## src/rtl/noc_pkg.sv

```systemverilog
// Shared NoC router constants, port indices and scheduler state type.
package noc_pkg;

  localparam int unsigned N_PORTS         = 5;
  localparam int unsigned FLIT_W          = 8;
  localparam int unsigned P_LOCAL         = 0;
  localparam int unsigned P_EAST          = 1;
  localparam int unsigned P_WEST          = 2;
  localparam int unsigned P_NORTH         = 3;
  localparam int unsigned P_SOUTH         = 4;
  localparam int unsigned DEFAULT_CREDITS = 4;

  typedef enum logic [0:0] {
    StIdle,
    StAlloc
  } sched_state_e;

  // Next index in a ring of n entries.
  function automatic int unsigned wrap_inc(input int unsigned idx, input int unsigned n);
    return (idx + 32'd1 >= n) ? 32'd0 : idx + 32'd1;
  endfunction

endpackage

```

## src/rtl/rr_pick.sv

```systemverilog
// Combinational rotating-priority pick: first requester at or after ptr, wrapping.
module rr_pick
  import noc_pkg::*;
#(
  parameter int unsigned N  = N_PORTS,
  parameter int unsigned PW = 3
) (
  input  logic [N-1:0]  req,
  input  logic [PW-1:0] ptr,
  output logic [N-1:0]  gnt,
  output logic          gnt_vld
);

  always_comb begin
    int unsigned  idx;
    logic [PW-1:0] pos;
    gnt     = '0;
    gnt_vld = 1'b0;
    idx     = 32'd0;
    pos     = '0;
    for (int unsigned i = 0; i < N; i++) begin
      idx = 32'(ptr) + i;
      if (idx >= N) idx = idx - N;
      pos = PW'(idx);
      if (!gnt_vld && req[pos]) begin
        gnt[pos] = 1'b1;
        gnt_vld  = 1'b1;
      end
    end
  end

endmodule

```

## src/rtl/wormhole_port_sched.sv

```systemverilog
// Per-output-port wormhole scheduler: round-robin packet grant with credit flow control.
// Optional stall watchdog compiled in with ARB_WATCHDOG_EN.
module wormhole_port_sched
  import noc_pkg::*;
#(
  parameter int unsigned N_IN      = N_PORTS,
  parameter int unsigned CREDITS   = DEFAULT_CREDITS,
  parameter int unsigned CW        = 3,
  parameter int unsigned WD_CYCLES = 64
) (
  input  logic            clk,
  input  logic            rst,
  input  logic [N_IN-1:0] req,
  input  logic [N_IN-1:0] vld,
  input  logic [N_IN-1:0] tail,
  input  logic            credit_ret,
  output logic [N_IN-1:0] sel,
  output logic [N_IN-1:0] pop,
  output logic            fire,
  output logic            busy,
  output logic            credit_err,
  output logic            wd_timeout
);

  localparam int unsigned   PW       = (N_IN > 1) ? $clog2(N_IN) : 1;
  localparam logic [CW-1:0] CredFull = CW'(CREDITS);

  sched_state_e  state_q, state_d;
  logic [N_IN-1:0] sel_q, sel_d, gnt;
  logic            gnt_vld;
  logic [PW-1:0]   ptr_q, ptr_d, owner;
  logic [CW-1:0]   credits_q, credits_d;
  logic            credit_err_q, credit_err_d;
  logic            owner_vld, owner_tail, wd_release, release_port;

  rr_pick #(
    .N (N_IN),
    .PW(PW)
  ) u_rr_pick (
    .req    (req),
    .ptr    (ptr_q),
    .gnt    (gnt),
    .gnt_vld(gnt_vld)
  );

  always_comb begin
    owner = '0;
    for (int unsigned i = 0; i < N_IN; i++) begin
      if (sel_q[i]) owner = PW'(i);
    end
  end

  // sel_q is one-hot while allocated, so masking picks the owner's bit.
  assign owner_vld  = |(sel_q & vld);
  assign owner_tail = |(sel_q & tail);

  // Gated by rst so a flit presented during the reset cycle is never popped.
  assign fire = rst & (state_q == StAlloc) & owner_vld & (credits_q != '0);
  assign pop  = sel_q & {N_IN{fire}};
  assign busy = (state_q == StAlloc);
  assign sel  = sel_q;
  assign credit_err = credit_err_q;

  assign release_port = (fire & owner_tail) | wd_release;

  always_comb begin
    state_d = state_q;
    sel_d   = sel_q;
    ptr_d   = ptr_q;
    unique case (state_q)
      StIdle: begin
        if (gnt_vld) begin
          sel_d   = gnt;
          state_d = StAlloc;
        end
      end
      StAlloc: begin
        if (release_port) begin
          sel_d   = '0;
          state_d = StIdle;
          ptr_d   = PW'(wrap_inc(32'(owner), N_IN));
        end
      end
      default: begin
        sel_d   = '0;
        state_d = StIdle;
      end
    endcase
  end

  always_comb begin
    credits_d    = credits_q;
    credit_err_d = credit_err_q;
    case ({credit_ret, fire})
      2'b10: begin
        if (credits_q == CredFull) credit_err_d = 1'b1;
        else                       credits_d    = credits_q + CW'(1);
      end
      2'b01:   credits_d = credits_q - CW'(1);
      default: ;
    endcase
  end

  always_ff @(posedge clk) begin
    if (!rst) begin
      state_q      <= StIdle;
      sel_q        <= '0;
      ptr_q        <= '0;
      credits_q    <= CredFull;
      credit_err_q <= 1'b0;
    end else begin
      state_q      <= state_d;
      sel_q        <= sel_d;
      ptr_q        <= ptr_d;
      credits_q    <= credits_d;
      credit_err_q <= credit_err_d;
    end
  end

`ifdef ARB_WATCHDOG_EN
  localparam int unsigned WW = $clog2(WD_CYCLES + 1);

  logic [WW-1:0] wd_cnt_q, wd_cnt_d;

  // The current stalled cycle counts, so release fires in the WD_CYCLES-th stalled cycle.
  always_comb begin
    wd_cnt_d   = '0;
    wd_release = 1'b0;
    if (rst && (state_q == StAlloc) && !fire) begin
      if (32'(wd_cnt_q) + 32'd1 >= WD_CYCLES) wd_release = 1'b1;
      else                                    wd_cnt_d   = wd_cnt_q + WW'(1);
    end
  end

  always_ff @(posedge clk) begin
    if (!rst) wd_cnt_q <= '0;
    else      wd_cnt_q <= wd_cnt_d;
  end

  assign wd_timeout = wd_release;
`else
  logic unused_wd;
  assign unused_wd  = ^WD_CYCLES;
  assign wd_release = 1'b0;
  assign wd_timeout = 1'b0;
`endif

  a_sel_onehot0 : assert property (@(posedge clk) disable iff (!rst) $onehot0(sel_q));
  a_credit_range : assert property (@(posedge clk) disable iff (!rst) credits_q <= CredFull);

endmodule

```

## config.mk

```make
export PLATFORM = sky130hd
export DESIGN_NAME = wormhole_port_sched
export DESIGN_NICKNAME = d
export VERILOG_FILES = /design/src/rtl/noc_pkg.sv /design/src/rtl/rr_pick.sv /design/src/rtl/wormhole_port_sched.sv
export SDC_FILE = /design/constraint.sdc
export NUM_CORES = 1
export LEC_CHECK = 0
export CAP_MARGIN = 5
export CORE_ASPECT_RATIO = 1.4
export CORE_MARGIN = 4
export CORE_UTILIZATION = 25
export DETAILED_ROUTE_END_ITERATION = 7
export GPL_TIMING_DRIVEN = 0
export PLACE_DENSITY = 0.5
export SLEW_MARGIN = 20
export SYNTH_ARGS = -nofsm -noshare
export SYNTH_HDL_FRONTEND = slang
export SYNTH_SLANG_ARGS = --single-unit
```

## constraint.sdc

```tcl
create_clock -name clk -period 4.7 [get_ports clk]
set_input_delay 0.94 -clock clk [delete_from_list [all_inputs] [get_ports clk]]
set_output_delay 0.94 -clock clk [all_outputs]
set_load 0.1 [all_outputs]
```

==> results of run 1 <==
[cell usage after synthesis, drive strengths merged, types with 4 or more instances]
| library cell | count |
|---|---|
| a211oi | 8 |
| a21o | 4 |
| a21oi | 25 |
| a31oi | 6 |
| and2 | 8 |
| buf | 9 |
| clkbuf | 8 |
| dfxtp | 13 |
| ha | 8 |
| inv | 14 |
| mux2i | 10 |
| nand2 | 20 |
| nand2b | 13 |
| nand3 | 7 |
| nor2 | 29 |
| nor3 | 5 |
| nor4 | 6 |
| o21ai | 10 |
[state kept, by name, summed over array words and instances (netlist names)]
register,flops
busy,1
credit_err,1
credits_q,3
ptr_q,3
sel,5
[through the flow]
step	util (%)	setup WS (ns)
after CTS	32.02	0.1798
after global placement	31.41	0.2313
after floorplan	-	0.4263
after detailed placement	31.41	0.1879
after global routing	32.02	0.05286
final	32.02	0.2264
[logic make-up (layout without fill, tap and decap cells)]
| kind of cell | after synthesis | after routing |
|---|---|---|
| AOI/OAI and AO/OA | 93 | 93 |
| xor gates and xnor gates | 3 | 3 |
| adders and majority gates | 10 | 10 |
| buffers and inverters | 32 | 64 |
| DFF | 13 | 13 |
| muxes | 13 | 13 |
| other | 1 | 1 |
| and+or+nand+nor | 104 | 104 |
[power groups by stage]
stage                     clock network [mW]  registers [mW]  logic (mW)
after CTS                              0.105           0.127       0.161
after floorplan                            0           0.161      0.0803
after global routing                   0.110           0.128       0.173
final                                  0.102           0.126       0.161
after detailed placement                   0           0.129       0.160
after global placement                     0           0.129       0.160
[worst max-delay path, stage by stage]
cell             delay, ns
clkdlybuf4s50_1       0.57
o311ai_0              0.17
a21oi_1               0.19
clkbuf_1              0.34
and2_1                0.19
clkdlybuf4s50_1       1.13
[final cells by class]
cell class	count	area share, %
plain buffers	17	4.377
inverters	15	2.345
multi-input cells	224	63.84
repair buffers	28	11.67
well taps	97	5.055
flip-flops and latches	13	10.84
clock buffers	4	1.876
[how the worst max path moves through the flow]
| stage | startpoint | to | slack [ns] |
|---|---|---|---|
| floorplan | busy | pop[0] | 0.43 |
| global placement | rst | pop[1] | 0.23 |
| detailed placement | rst | pop[1] | 0.19 |
| CTS | rst | pop[1] | 0.18 |
| global route | rst | pop[0] | 0.05 |
| finish | rst | pop[1] | 0.23 |
[per-layer routing]
| layer | vias up | wire length, um | global-route usage (%) | part of all wire (%) |
|---|---|---|---|---|
| li1 | 1078 | - | - | - |
| met1 | 1013 | 2660 | 15.55 | 40 |
| met2 | 89 | 3420 | 26.12 | 52 |
| met3 | 16 | 308 | 0.6421 | 4.7 |
| met4 | 0 | 218 | 7.525 | 3.3 |
| met5 | - | 0 | 0 | 0 |
==> load_flow_metrics.sql, run 1 <==
INSERT INTO impl_metrics (metric_group, metric, value, unit) VALUES
('outcome', 'result_of_the_run', 'finished clean', ''),
('synth', 'synth_nets', '297', ''),
('synth', 'number_of_enable_type_register_cells_in_the_synthesized_netlist', '0', ''),
('synth', 'synth_adder_area_share', '7.170', '%'),
('route', 'dr.first_iter.drc_count', '122', ''),
('synth', 'synth-seq-area-share', '13.32', '%'),
('timing', 'maxSlewHeadroom', '34.83', '%'),
('synth', 'synthCells', '269', ''),
('critical_path', 'worst_setup_path_category', 'input pin to output pin', ''),
('synth', 'synth_area_in_compound_gates', '34.83', '%'),
('clock_tree', 'clk_transition_reported_paths', '0.06', 'ns'),
('power', 'p_leak', '0.8780', 'nW'),
('floorplan', 'initial_utilization', '26.06', '%'),
('min_path', 'hold-path-endpoint', 'credit_err', ''),
('clock_tree', 'cts.root.buffer_cell', 'clkbuf_8', ''),
('synth', 'mux_cell_area_share_after_synthesis', '6.850', '%'),
('power', 'switchingPower', '157.7', 'uW'),
('power', 'clock_power_share', '26.3', '%'),
('run', 'maxCapViolations', '0', ''),
('placement', 'gpl.final_weighted_congestion', '0.8643', ''),
('critical_path', 'crit_path_max_fanout', '10', ''),
('clock_tree', 'clock_path_buffers', '2', ''),
('placement', 'placement.cell_area', '2356', 'sq um'),
('final_layout', 'finalInstanceArea', '2401', 'sq um'),
('route', 'wl_per_cell', '16.60', 'um'),
('final_layout', 'most-common-layout-cells', 'nor2_1, clkdlybuf4s50_1, a21oi_1', ''),
('global_routing', 'maximum_number_of_pins_on_one_net_before_global_route_repair', '12', ''),
('synth', 'synth_area_per_cell', '7.265', 'sq um'),
('power', 'power.ir.vdd_worst', '0.07443', 'mV'),
('synth', 'synth_warnings', '0', ''),
('power', 'p_total', '389.9', 'uW'),
('final_layout', 'mostFrequentLayoutCell', 'nor2_1', ''),
('placement', 'port_buffers', '28', ''),
('final_layout', 'final-instance-count-excl-fill', '398', ''),
('route', 'drt.antenna.violating_nets', '0', ''),
('timing', 'final.setup.tns', '0', 'ns'),
('route', 'viasPerCell', '5.518', ''),
('synth', 'synth_simple_gate_area_share', '27.66', '%'),
('power', 'internal_power', '232.2', 'uW'),
('power', 'pwr_cell_area', '162.4', 'nW/um^2'),
('timing', 'hold_slack', '0.4735', 'ns'),
('global_routing', 'grt_pass1_vias', '2115', ''),
('floorplan', 'fp-row-count', '37', ''),
('clock_tree', 'cts-hold-fix-buffers', '0', ''),
('timing', 'report.final.hold_viol_count', '0', ''),
('synth', 'synth.area.top_cells', 'dfxtp_1, a21oi_1, nor2_1', ''),
('global_routing', 'antenna_found_initial', '0', ''),
('floorplan', 'io_pins', '32', ''),
('route', 'totalWireLength', '6.607', 'mm'),
('clock_tree', 'cts_setup_buffers', '0', ''),
('synth', 'synth_area_leader_cell', 'dfxtp_1', ''),
('route', 'detailroute.via_count', '2196', ''),
('timing', 'clock.fmax', '223.5', 'MHz'),
('power', 'comb_power_share', '41.3', '%'),
('floorplan', 'die_width', '82.73', 'um'),
('critical_path', 'setup.worst_path.start_class', 'input pin', ''),
('final_layout', 'post_route_cells_drive_above_1_share', '8.638', '%'),
('clock_tree', 'cts_resized', '0', ''),
('global_routing', 'global_route_wire_length_before_repair', '10.27', 'mm'),
('synth', 'ys_ff_latch', '13', ''),
('synth', 'postSynth.topFlopCell', 'dfxtp_1', ''),
('final_layout', 'synthToLayoutAreaGrowth', '22.86', '%'),
('route', 'first_pass_iters', '4', ''),
('critical_path', 'cp_data_required_time', '3.76', 'ns'),
('synth', 'synth_top_family_by_area', 'compound AO/OA/AOI/OAI gates', ''),
('timing', 'finalMaxSlewViolations', '0', ''),
('power', 'power_switching_share', '40.44', '%'),
('clock_tree', 'cts_num_sinks', '13', ''),
('floorplan', 'dieHeight', '112.6', 'um'),
('final_layout', 'nNetsFinal', '330', ''),
('synth', 'ys_types', '69', '');
Note: power is estimated with default switching activity, not from simulation.
==> run 2, diff against run 1 <==
--- a/config.mk
+++ b/config.mk
@@ -8,10 +8,10 @@
 export CAP_MARGIN = 5
 export CORE_ASPECT_RATIO = 1.4
 export CORE_MARGIN = 4
-export CORE_UTILIZATION = 25
+export CORE_UTILIZATION = 50
 export DETAILED_ROUTE_END_ITERATION = 7
 export GPL_TIMING_DRIVEN = 0
-export PLACE_DENSITY = 0.5
+export PLACE_DENSITY = 0.82
 export SLEW_MARGIN = 20
 export SYNTH_ARGS = -nofsm -noshare
 export SYNTH_HDL_FRONTEND = slang
==> constraint.sdc (replaced) <==
create_clock -name clk -period 4.9 [get_ports clk]
set_input_delay 0.98 -clock clk [delete_from_list [all_inputs] [get_ports clk]]
set_output_delay 0.98 -clock clk [all_outputs]
set_load 0.1 [all_outputs]
==> load_flow_metrics.sql, run 2 (synthesis results as in run 1) <==
INSERT INTO impl_metrics (metric_group, metric, value, unit) VALUES
('placement', 'gpl.final_weighted_congestion', '0.9622', ''),
('route', 'detailroute.via_count', '2260', ''),
('clock_tree', 'cts_buffers', '3', ''),
('timing', 'finalMaxSlewViolations', '0', ''),
('final_layout', 'most-common-layout-cells', 'nor2_1, clkdlybuf4s50_1, a21oi_1', ''),
('clock_tree', 'cts_num_sinks', '13', ''),
('final_layout', 'insertedDiodeCount', '0', ''),
('route', 'totalWireLength', '6.182', 'mm'),
('critical_path', 'regToRegStartpoint', 'ptr_q[1]', ''),
('global_routing', 'gr-total-overflow', '0', ''),
('clock_tree', 'cts_resized', '0', ''),
('power', 'pwr_cell_area', '158.0', 'nW/um^2'),
('timing', 'clock.fmax', '221.5', 'MHz'),
('timing', 'final.period_utilization', '92.13', '%'),
('critical_path', 'critical-path-slowest-cell', 'clkdlybuf4s50_1', ''),
('route', 'viasPerCell', '6.589', ''),
('timing', 'timing.final.crit_period', '4.514', 'ns'),
('critical_path', 'worst_setup_path_category', 'input pin to output pin', ''),
('route', 'remaining_drc_errors', '0', ''),
('final_layout', 'nNetsFinal', '330', ''),
('global_routing', 'grt_pass1_vias', '2229', ''),
('clock_tree', 'clkLatencyLatePin', '0.24', 'ns'),
('route', 'first_pass_iters', '4', ''),
('timing', 'setup_repair_after_global_routing_missed_its_margin', 'no', ''),
('timing', 'maxSlewHeadroom', '34.98', '%'),
('clock_tree', 'cts.root.buffer_cell', 'clkbuf_8', ''),
('critical_path', 'setup_slack_reg_to_reg', '0.74', 'ns'),
('power', 'p_leak', '0.8780', 'nW'),
('run', 'maxCapViolations', '0', ''),
('final_layout', 'synthToLayoutAreaGrowth', '19.33', '%'),
('critical_path', 'peak_per_stage_delay_on_the_critical_path', '1.13', 'ns'),
('min_path', 'hold_path.class', 'flop to flop', ''),
('critical_path', 'critical_path.cell_chain', 'clkdlybuf4s50_1 > o311ai_0 > a21oi_1 > clkbuf_1 > and2_1 > clkdlybuf4s50_1', ''),
('critical_path', 'cp_data_required_time', '3.92', 'ns'),
('critical_path', 'critical_path.most_common_cell', 'clkdlybuf4s50_1', ''),
('clock_tree', 'cts_max_level', '1', ''),
('outcome', 'result_of_the_run', 'finished clean', ''),
('clock_tree', 'clk_transition_reported_paths', '0.05', 'ns'),
('critical_path', 'setup.worst_path.start_class', 'input pin', ''),
('final_layout', 'post-route-util', '62.89', '%'),
('min_path', 'holdCritStartpoint', 'credit_err', ''),
('clock_tree', 'cts-hold-fix-buffers', '0', ''),
('critical_path', 'crit_path_max_fanout', '10', ''),
('floorplan', 'dieHeight', '81.98', 'um'),
('clock_tree', 'cts_tree', 'built', ''),
('global_routing', 'overall_global_routing_resource_usage', '26.77', '%'),
('critical_path', 'critPathCaptureType', 'output pin', ''),
('route', 'wl_per_cell', '18.02', 'um'),
('final_layout', 'mostFrequentLayoutCell', 'nor2_1', ''),
('timing', 'final.setup.tns', '0', 'ns'),
('power', 'power.ir.vdd_worst', '0.1896', 'mV'),
('timing', 'setup_viol', '0', ''),
('floorplan', 'fp-row-count', '26', ''),
('route', 'drt.antenna.violating_nets', '0', ''),
('global_routing', 'maximum_number_of_pins_on_one_net_before_global_route_repair', '12', ''),
('floorplan', 'die_width', '60.84', 'um'),
('timing', 'worst_pin_slew', '0.9723', 'ns'),
('floorplan', 'die_footprint', '4987', 'sq um'),
('floorplan', 'initial_utilization', '52.70', '%'),
('global_routing', 'global_route_wire_length_before_repair', '10.23', 'mm'),
('critical_path', 'cp_data_arrival_time', '3.53', 'ns'),
('timing', 'finalClockSkew', '0.004912', 'ns'),
('route', 'dr.first_iter.drc_count', '138', ''),
('clock_tree', 'clock_path_buffers', '2', ''),
('final_layout', 'post_route_cells_drive_above_1_share', '8.638', '%'),
('floorplan', 'design.core.area', '3709', 'sq um'),
('global_routing', 'antenna_found_initial', '0', ''),
('placement', 'port_buffers', '28', ''),
('final_layout', 'largest_register_ff_count', '5', ''),
('timing', 'report.final.hold_viol_count', '0', ''),
('clock_tree', 'cts_setup_buffers', '0', ''),
('placement', 'dp.final_hpwl', '4.832', 'mm'),
('floorplan', 'io_pins', '32', ''),
('critical_path', 'cp-startpoint', 'rst', '');
-- run 2: cell counts in the layout (fill, tap and decap cells not counted) --
Identical to the previous run, type by type.
-- run 2: per-stage QoR --
| stage | cells | hold WS [ns] | setup slack (ns) | instance area, sq um | power (mW) |
|---|---|---|---|---|---|
| 5_1_grt | 343 | 0.5407 | 0.1839 | 2332 | 0.3863 |
| 6_report | 343 | 0.4777 | 0.3857 | 2332 | 0.3684 |
| 4_1_cts | 343 | 0.4746 | 0.3485 | 2332 | 0.3677 |
| 3_3_place_gp | 339 | 0.4561 | 0.3890 | 2287 | 0.2733 |
| 3_5_place_dp | 339 | 0.4646 | 0.3591 | 2287 | 0.2754 |
| 2_1_floorplan | 269 | 0.5021 | 0.5863 | 1954 | 0.2314 |
-- run 2: path summary, 6_finish.rpt --
check,end,cells past startpoint
max,pop[4],6
min,credit_err,2
max reg2reg,sel[3],11
min reg2reg,credit_err,2
-- run 2: power by group --
| group | total (mW) | internal, mW | leakage [nW] | switching, mW |
|---|---|---|---|---|
| sequential | 0.121 | 0.112 | 0.107 | 0.00872 |
| clock | 0.0927 | 0.0573 | 0.0228 | 0.0354 |
| combinational | 0.155 | 0.0534 | 0.749 | 0.101 |
| total | 0.368 | 0.223 | 0.878 | 0.146 |
-- run 2: final cells by class --
class                   instances  area (sq um)
fillers                       366          1376
repair buffers                 28         280.3
clock buffers                   4         45.04
flip-flops and latches         13         260.3
well taps                      42         52.55
plain buffers                  17         105.1
inverters                      15         56.30
multi-input cells             224          1533
-- run 2: critical path: cells and delay by family --
| family | cells | cell delay (ns) |
|---|---|---|
| and+or+nand+nor | 1 | 0.18 |
| AOI/OAI and AO/OA | 2 | 0.35 |
| buffers and inverters | 3 | 2.02 |
-- run 2: per-layer routing --
metal  share of wire (%)  track usage [%]  vias up
met4                 4.7            14.53        0
met1                  37            28.85     1050
met2                  51            49.36      106
met5                   0                0        -
li1                    -                -     1077
met3                 6.8            2.516       27
==> run 3, diff against run 2 <==
--- a/config.mk
+++ b/config.mk
@@ -10,9 +10,7 @@
 export CORE_MARGIN = 4
 export CORE_UTILIZATION = 50
 export DETAILED_ROUTE_END_ITERATION = 7
-export GPL_TIMING_DRIVEN = 0
 export PLACE_DENSITY = 0.82
-export SLEW_MARGIN = 20
 export SYNTH_ARGS = -nofsm -noshare
 export SYNTH_HDL_FRONTEND = slang
 export SYNTH_SLANG_ARGS = --single-unit
==> load_flow_metrics.sql, run 3 (synthesis results as in run 1) <==
INSERT INTO impl_metrics (metric_group, metric, value, unit) VALUES
('critical_path', 'worst_setup_path_category', 'flop to flop', ''),
('critical_path', 'setup.worst_path.start_class', 'flop', ''),
('floorplan', 'die_width', '60.84', 'um'),
('floorplan', 'io_pins', '32', ''),
('outcome', 'result_of_the_run', 'finished clean', ''),
('timing', 'timing.final.crit_period', '3.894', 'ns'),
('final_layout', 'post-route-util', '60.59', '%'),
('global_routing', 'gr-total-overflow', '0', ''),
('critical_path', 'reg2reg_depth', '11', ''),
('clock_tree', 'cts_max_level', '1', ''),
('timing', 'finalMaxSlewViolations', '0', ''),
('floorplan', 'design.core.area', '3709', 'sq um'),
('min_path', 'hold_depth', '2', ''),
('timing', 'setup_repair_after_global_routing_missed_its_margin', 'no', ''),
('floorplan', 'fp-row-count', '26', ''),
('floorplan', 'die_footprint', '4987', 'sq um'),
('timing', 'final.period_utilization', '79.47', '%'),
('route', 'drt.antenna.violating_nets', '0', ''),
('placement', 'post-place-cells', '326', ''),
('timing', 'final_critical_path_setup_slack', '1.006', 'ns'),
('global_routing', 'overall_global_routing_resource_usage', '23.92', '%'),
('power', 'power.ir.vdd_worst', '0.1757', 'mV'),
('power', 'p_total', '365.5', 'uW'),
('clock_tree', 'clkLatencyLatePin', '0.24', 'ns'),
('clock_tree', 'clk_transition_reported_paths', '0.05', 'ns'),
('global_routing', 'antenna_found_initial', '0', ''),
('final_layout', 'insertedDiodeCount', '0', ''),
('clock_tree', 'cts.root.buffer_cell', 'clkbuf_8', ''),
('placement', 'dp_worst_setup_slack', '1.083', 'ns'),
('route', 'totalWireLength', '5.710', 'mm'),
('timing', 'clock.fmax', '256.8', 'MHz'),
('clock_tree', 'cts_tree', 'built', ''),
('clock_tree', 'cts_resized', '0', ''),
('route', 'wl_per_cell', '17.30', 'um'),
('route', 'viasPerCell', '6.615', ''),
('final_layout', 'post_route_cells_drive_above_1_share', '8.681', '%'),
('route', 'first_pass_iters', '4', ''),
('final_layout', 'finalInstanceArea', '2247', 'sq um'),
('timing', 'setup_viol', '0', ''),
('placement', 'placement.cell_area', '2202', 'sq um'),
('critical_path', 'cp_data_required_time', '5.06', 'ns'),
('critical_path', 'critPathCaptureType', 'flop', ''),
('clock_tree', 'cts_buffers', '3', ''),
('route', 'dr.first_iter.drc_count', '206', ''),
('global_routing', 'global_route_wire_length_before_repair', '9.204', 'mm'),
('placement', 'dp.final_hpwl', '4.332', 'mm'),
('critical_path', 'cp_data_arrival_time', '4.05', 'ns'),
('placement', 'port_buffers', '30', ''),
('final_layout', 'synthToLayoutAreaGrowth', '14.98', '%'),
('timing', 'hold_slack', '0.4689', 'ns'),
('final_layout', 'nNetsFinal', '317', ''),
('clock_tree', 'clock_path_buffers', '2', ''),
('floorplan', 'initial_utilization', '52.70', '%'),
('clock_tree', 'cts-hold-fix-buffers', '0', ''),
('placement', 'gpl.final_weighted_congestion', '1.000', ''),
('route', 'detailroute.via_count', '2183', ''),
('power', 'p_leak', '0.8472', 'nW'),
('power', 'pwr_cell_area', '162.6', 'nW/um^2'),
('timing', 'finalClockSkew', '0.001835', 'ns'),
('final_layout', 'mostFrequentLayoutCell', 'nor2_1', ''),
('final_layout', 'final-instance-count-excl-fill', '330', ''),
('clock_tree', 'cts_setup_buffers', '0', ''),
('global_routing', 'maximum_number_of_pins_on_one_net_before_global_route_repair', '31', ''),
('floorplan', 'dieHeight', '81.98', 'um'),
('timing', 'final.setup.tns', '0', 'ns'),
('run', 'maxCapViolations', '0', ''),
('final_layout', 'most-common-layout-cells', 'nor2_1, a21oi_1, clkdlybuf4s50_1', ''),
('global_routing', 'grt_pass1_vias', '2009', ''),
('timing', 'report.final.hold_viol_count', '0', ''),
('route', 'remaining_drc_errors', '0', ''),
('min_path', 'hold_path.class', 'flop to flop', ''),
('final_layout', 'largest_register_ff_count', '5', ''),
('critical_path', 'crit_path_max_fanout', '30', ''),
('timing', 'worst_pin_slew', '0.9734', 'ns'),
('timing', 'maxSlewHeadroom', '34.90', '%'),
('clock_tree', 'cts_num_sinks', '13', '');
run 3: cell types whose count changed in the layout (fill, tap and decap cells not counted), sizes merged:
cell | previous run | this run
buf | 9 | 8
clkbuf | 12 | 4
clkdlybuf4s50 | 28 | 24
run 3: final timing paths:
kind	start	endpoint	slack (ns)
setup / recovery	ptr_q[0]	sel[0]	1.01
hold / removal	credit_err	credit_err	0.47
setup reg to reg	ptr_q[0]	sel[0]	1.01
hold reg to reg	credit_err	credit_err	0.47
run 3: critical path, stage by stage, from the launching register on:
cell,delay [ns]
dfxtp_1,0.30
buf_4,0.31
inv_2,0.19
ha_1,0.68
inv_2,0.20
xnor2_1,0.21
o22ai_1,0.18
nor4_4,0.43
o2111ai_2,0.27
o41a_1,0.60
o31a_1,0.17
a311oi_2,0.25
run 3: area by class of cell:
class	instances	area (sq um)
multi-input combinational	224	1533
inverter	15	56.30
clock buffer	4	45.04
tap	42	52.55
fill	345	1461
sequential	13	260.3
timing repair buffer	32	300.3
run 3: per-layer routing:
layer  GRT usage (%)  vias to the layer above  wire, um
li1                -                     1050         -
met1           26.34                     1008      2338
met2           41.54                      101      2681
met3           2.987                       24       385
met4           15.84                        0       304
met5               0                        -         0
run 3: power by group:
part | leakage (nW) | switching [mW] | internal (mW)
Sequential | 0.107 | 0.00830 | 0.112
Clock | 0.0228 | 0.0368 | 0.0574
Combinational | 0.718 | 0.0997 | 0.0513
